[config.mk]
export PLATFORM = sky130hd
export DESIGN_NAME = downcounter_timer
export DESIGN_NICKNAME = d
export VERILOG_FILES = /design/src/rtl/downcounter_timer.sv
export SDC_FILE = /design/constraint.sdc
export NUM_CORES = 1
export LEC_CHECK = 0
export ABC_AREA = 1
export ABC_CLOCK_PERIOD_IN_PS = 1900
export BUFFER_PORTS_ARGS = -buffer_cell sky130_fd_sc_hd__buf_2
export CORE_MARGIN = 1
export CORE_UTILIZATION = 45
export DETAILED_ROUTE_END_ITERATION = 8
export GPL_ROUTABILITY_DRIVEN = 0
export PLACE_DENSITY = 0.75
export SYNTH_ARGS = -nofsm -noshare
export SYNTH_HDL_FRONTEND = slang
export SYNTH_SLANG_ARGS = --single-unit
[constraint.sdc]
create_clock -name clk -period 1.9 [get_ports clk]
set_input_delay 0.095 -clock clk [delete_from_list [all_inputs] [get_ports clk]]
set_output_delay 0.095 -clock clk [all_outputs]
set_load 0.02 [all_outputs]
[src/rtl/downcounter_timer.sv]
// Loadable, prescaled down-counter: counts a programmed value to zero, pulses tc,
// and optionally auto-reloads to act as a periodic tick generator.
module downcounter_timer #(
    parameter int WIDTH = 3,
    parameter int PW    = 4
) (
    input  logic             clk,
    input  logic             rst,
    input  logic             load,
    input  logic [WIDTH-1:0] load_val,
    input  logic             start,
    input  logic             stop,
    input  logic             auto_reload,
    input  logic [PW-1:0]    presc,
    output logic [WIDTH-1:0] count,
    output logic             busy,
    output logic             tc,
    output logic             done
);

    typedef enum logic [1:0] {
        IDLE = 2'd0,
        RUN  = 2'd1,
        DONE = 2'd2
    } state_t;

    state_t           state_q, state_d;
    logic [WIDTH-1:0] count_q, count_d;
    logic [WIDTH-1:0] reload_q, reload_d;
    logic [PW-1:0]    presc_cnt_q, presc_cnt_d;
    logic             tc_q, tc_d;
    logic             done_q, done_d;
    logic             tick;

    // >= rather than == so a live reduction of presc never has to wrap around
    assign tick = (presc_cnt_q >= presc);

    always_comb begin
        state_d     = state_q;
        count_d     = count_q;
        reload_d    = reload_q;
        presc_cnt_d = presc_cnt_q;
        tc_d        = 1'b0;
        done_d      = done_q;

        if (load) begin
            count_d     = load_val;
            reload_d    = load_val;
            presc_cnt_d = '0;
            done_d      = 1'b0;
            if (state_q == DONE) state_d = IDLE;
        end

        if (stop) begin
            if (state_d == RUN) begin
                state_d     = IDLE;
                presc_cnt_d = '0;
            end
        end else if (start && (state_d != RUN)) begin
            // start sees the freshly loaded value when load arrives in the same cycle
            done_d      = 1'b0;
            presc_cnt_d = '0;
            if (count_d != '0) begin
                state_d = RUN;
            end else begin
                state_d = DONE;
                tc_d    = 1'b1;
                done_d  = 1'b1;
            end
        end else if ((state_q == RUN) && !load) begin
            if (tick) begin
                presc_cnt_d = '0;
                if (count_q > WIDTH'(1)) begin
                    count_d = count_q - WIDTH'(1);
                end else begin
                    tc_d = 1'b1;
                    if (auto_reload) begin
                        count_d = reload_q;
                    end else begin
                        count_d = '0;
                        state_d = DONE;
                        done_d  = 1'b1;
                    end
                end
            end else begin
                presc_cnt_d = presc_cnt_q + PW'(1);
            end
        end
    end

    always_ff @(posedge clk) begin
        if (rst) begin
            state_q     <= IDLE;
            count_q     <= '0;
            reload_q    <= '0;
            presc_cnt_q <= '0;
            tc_q        <= 1'b0;
            done_q      <= 1'b0;
        end else begin
            state_q     <= state_d;
            count_q     <= count_d;
            reload_q    <= reload_d;
            presc_cnt_q <= presc_cnt_d;
            tc_q        <= tc_d;
            done_q      <= done_d;
        end
    end

    assign count = count_q;
    assign busy  = (state_q == RUN);
    assign tc    = tc_q;
    assign done  = done_q;

endmodule

### Word-level counts from Yosys, hierarchy flattened

Index checks and enable logic that the tools add are counted.

* magnitude comparators: 2
* equality and inequality tests: 4
* multiplexer cells: 35
* reduce and logical (&&, ||, !) cells: 5
* $add $sub $neg: 2

Operators by type and width (count)
* 4-bit 2-to-1 mux: 6
* 3-bit 2-to-1 mux: 7
* 2-bit 2-to-1 mux: 10
* 1-bit 2-to-1 mux: 12
* 4-bit by 1-bit adder with 4-bit output (second input constant): 1
* 2-bit by 1-bit == test with 1-bit output (second input constant): 2
* 4-bit greater-or-equal comparator: 1
* 3-bit by 1-bit greater-than comparator with 1-bit output (second input constant): 1
* 3-bit nonzero test: 1
* 3-bit by 1-bit subtractor with 3-bit output (second input constant): 1
* 2-bit == test (second input constant): 1
* 1-bit logical AND: 2
* 2-bit by 1-bit inequality test with 1-bit output (second input constant): 1
* 2-bit OR reduction: 1
* 1-bit zero test: 1

* output and inout bits: 6
* bits in registers: 14
* logic and storage cells: 54
* input port bits: 13

### Logic depth before layout (Yosys ltp)

* word-level depth: 9
* depth in mapped cells: 12
* gate-level depth less buffers: 12

### Worst setup path before layout

Ideal clock, no wire load.

* kind: flip-flop to flip-flop
* start point: reg presc_cnt_q[3]
* end point: reg count_q[0] (netlist: count[0])
* period minus slack after synthesis: 1.459 ns
* cell stages (with the launch flop): 9
* setup slack: 0.441 ns
* arrival time: 1.374 ns
* buffers on the path: 0
* library setup time: 0.086 ns
* data required time: 1.814 ns
* cells stage by stage: dfxtp_1 -> ha_1 -> a21oi_1 -> nand3_1 -> nand2_4 -> clkinv_1 -> nand2_4 -> nor2_1 -> a211oi_1

* cells in the longest elaborated chain, start to end: 5

Ends and longest elaborated chain
* from (decl): line 30 `logic [PW-1:0] presc_cnt_q, presc_cnt_d;`
* from (signal assigned): line 103 `presc_cnt_q <= presc_cnt_d;`
* 4-bit greater-or-equal comparator: line 36 `assign tick = (presc_cnt_q >= presc);`
* 3-bit 2-to-1 mux: line 71 `if (tick) begin`
* 3-bit 2-to-1 mux: line 70 `end else if ((state_q == RUN) && !load) begin`
* 3-bit 2-to-1 mux: line 59 `end else if (start && (state_d != RUN)) begin`
* 3-bit 2-to-1 mux: line 54 `if (stop) begin`
* to (signal assigned): line 101 `count_q <= count_d;`
* to (decl): line 28 `logic [WIDTH-1:0] count_q, count_d;`

No other way between the ends.
A chain may end at the register's enable or synchronous reset.

### Worst setup path in the final report

Same ends and word-level chain as after synthesis.

==> metrics.md <==
| Metric | Value |
|---|---|
| Status | finished clean |
| Crit-path cells | ha_1 -> a21oi_1 -> nand3_1 -> nand2_4 -> clkinv_1 -> nand2_4 -> nor2_1 -> a211oi_1 |
| Slowest stage delay, CP | 0.41 ns |
| Antenna cells | 0 |
| Largest net degree at the start of global routing | 15 |
| Initial Util | 47.51% |
| Worst R2R Start | presc_cnt_q[3] |
| I/O pin total | 19 |
| Internal | 0.4660 mW |
| Setup WS post-layout | 0.2097 ns |
| Clk buf depth | 2 |
| Cell row count | 16 |
| Fmax | 0.5916 GHz |
| Fill cells | 214 |
| Setup violators final | 0 |
| Max Cap Viol | 0 |
| Critical-path top delay cell | dfxtp_1 |
| Cell mode on critical path | nand2_4 |
| Syn_nets | 146 |
| Final hold violation count | 0 |
| Clk pin slew, worst setup/hold paths | 0.09 ns |
| Net Switching | 0.1920 mW |
| Arr. time, crit path | 1.89 ns |
| Switching portion of total power | 29.18% |
| DRT Pass-1 Iters | 5 |
| Area of the multi-input gates | 548.0 µm² |
| Vias after detailed routing | 918 |
| HP Start | load_val[1] |
| #FFs+latches synth | 14 |
| Clk_lat worst skew | 0.28 ns |
| Clock Skew | 0.001077 ns |
| Post-CTS Setup Bufs | 0 |
| Final worst-path cycle share | 88.96% |
| Area of the mapped netlist | 932.1 µm² |
| GRT Overall Usage | 20.61% |
| Clk pwr share | 32.9% |
| Power Dens Cells | 610.9 nW/µm² |
| Worst Setup SP | presc_cnt_q[3] |
| Drt total wl | 2007 µm |
| Mapped Cells | 126 |
| Synth Warn # | 0 |
| Number of remaining DRC errors | 0 |
| Die Area | 2257 µm² |
| Worst-Margin Slew | 0.3298 ns |
| 1st-iter DRT viols | 17 |
| Seq/Total Area, Yosys | 30.07% |
| Data required time of the worst path | 2.10 ns |
| Crit path time final | 1.690 ns |
| Peak VDD IR | 0.0004194 V |
| Number of global-route vias before repair | 755 |
| Worst setup SP type | register |
| P_leak | 0.5235 nW |
| Via-per-instance ratio | 5.306 |
| Die X | 47.51 µm |
| Pwr Total | 0.6581 mW |
| Wire length per cell | 11.60 µm |
| Share of cells above drive strength 1 | 23.29% |
| Unrepaired setup endpoints after global routing | false |
| CTS hold repair buffers | 0 |
| Post-route ant nets | 0 |
| Sequential cell area | 280.3 µm² |
| Critical path class | reg2reg |
| CP endpoint kind | register |
| Worst hold path type | in2reg |
| Syn Area/Cell | 7.398 µm² |
| Remaining Overflow, GRT | 0 |
| Critical path peak fanout | 6 |
| HPWL after DPL | 1577 µm |
| Core box area | 1962 µm² |
| Synth-to-Final Area Change | 15.57% |
| Setup TNS | 0 ns |
| Fin. max-slew vios | 0 |
| Comb pwr share | 19.7% |
| Initial antenna violation count | 0 |
| Slew HR | 77.99% |
| Worst slack, placed | 0.2543 ns |
| Global-route wire length before repair | 3291 µm |
| IO Port Bufs | 18 |
| CTS HTree Levels | 1 |
| Cts bufs inserted | 3 |
| Sink Count | 14 |
| Synth cell types | 24 |
| Post-cts resize count | 0 |
| CTS tree | done |
| Fin nets | 167 |
| Seq pwr share | 47.4% |
| CTS root buffer | clkbuf_4 |
| Die Height | 47.51 µm |
[routing by layer]
layer | track usage [%] | up-vias | part of all wire [%]
li1 | - | 471 | -
met3 | 4.906 | 2 | 3.8
met1 | 29.02 | 422 | 47
met5 | 0 | - | 0
met2 | 32.33 | 23 | 48
met4 | 3.429 | 0 | 0.35
[through the flow]
step / area, µm² / cells / hold slack (ns) / utilization, %
2_1_floorplan: 932.1 / 126 / 0.1644 / -
3_3_place_gp: 1041 / 169 / 0.3715 / 53.06
5_1_grt: 1077 / 173 / 0.09678 / 54.91
6_report: 1077 / 173 / 0.08488 / 54.91
4_1_cts: 1077 / 173 / 0.07881 / 54.91
3_5_place_dp: 1041 / 169 / 0.3862 / 53.06
[power groups by stage]
stage               sequential [mW]  clock [mW]  combinational, mW
global route                  0.313       0.237              0.145
finish                        0.312       0.216              0.130
CTS                           0.312       0.221              0.130
detailed placement            0.319           0              0.129
floorplan                     0.324           0             0.0840
global placement              0.318           0              0.125
[flip-flops by register name, summed over array words and instances (netlist names)]
signal	cells
presc_cnt_q	4
count	3
reload_q	3
state_q	2
done	1
tc	1
[worst paths after layout]
path,slack [ns],to,depth (start not counted)
max,0.21,count[0],8
min,0.08,reload_q[1],3
max reg2reg,0.21,count[0],8
min reg2reg,0.47,reload_q[0],2
[critical path, delay by kind of cell, from the launching register on]
family / cells / cell delay, ns
adder cells (fa/ha/maj): 1 / 0.29
AO/OA/AOI/OAI: 2 / 0.32
buffers and inverters: 1 / 0.13
flip-flops: 1 / 0.41
AND/OR/NAND/NOR: 4 / 0.45
[cell usage in the layout, fill, tap and decap left out]
| master | n |
|---|---|
| a211oi_1 | 3 |
| a21oi_1 | 16 |
| a31oi_1 | 1 |
| buf_2 | 18 |
| clkbuf_4 | 3 |
| clkbuf_8 | 1 |
| clkinv_1 | 1 |
| dfxtp_1 | 14 |
| ha_1 | 7 |
| inv_1 | 15 |
| inv_2 | 1 |
| inv_4 | 4 |
| nand2_1 | 20 |
| nand2_4 | 4 |
| nand3_1 | 10 |
| nand4_1 | 5 |
| nor2_1 | 8 |
| nor2_2 | 1 |
| nor2_4 | 1 |
| nor2_8 | 1 |
| o2111ai_1 | 3 |
| o211ai_1 | 1 |
| o21a_1 | 2 |
| o21ai_0 | 5 |
| xnor2_1 | 1 |
[cells in the mapped netlist]
cell type / instances / area (µm²)
nand2_4: 4 / 45.04
clkbuf_1: 1 / 3.750
o21ai_0: 5 / 25.02
nor2_4: 1 / 11.26
clkinv_1: 1 / 3.750
nand3_1: 10 / 50.05
nor2_2: 1 / 6.260
nor2_1: 8 / 30.03
o21a_1: 2 / 15.01
dfxtp_1: 14 / 280.3
a31oi_1: 1 / 6.260
o211ai_1: 1 / 7.510
inv_4: 4 / 25.02
ha_1: 7 / 87.58
nand4_1: 5 / 31.28
inv_2: 1 / 3.750
o2111ai_1: 3 / 26.28
xnor2_1: 1 / 8.760
a21oi_1: 16 / 80.08
nand2_1: 20 / 75.07
buf_6: 1 / 11.26
a211oi_1: 3 / 22.52
nor2_8: 1 / 20.02
inv_1: 15 / 56.30
[cell type report]
type,count,area share [%]
flip-flops and latches,14,26.02
repair buffers,18,8.362
clock buffers,4,3.368
well taps,27,3.136
multi-input cells,89,50.87
inverters,21,8.246
[cells by family (layout without fill, tap and decap cells)]
logic type | after synthesis | in the layout | synth area share (%)
adders and majority gates | 7 | 7 | 9.396
xor gates and xnor gates | 1 | 1 | 0.9398
DFF | 14 | 14 | 30.07
buffers and inverters | 23 | 43 | 11.14
AOI/OAI and AO/OA | 31 | 31 | 19.60
and+or+nand+nor | 50 | 50 | 28.86
No activity file was read; power rests on OpenSTA's default activity.
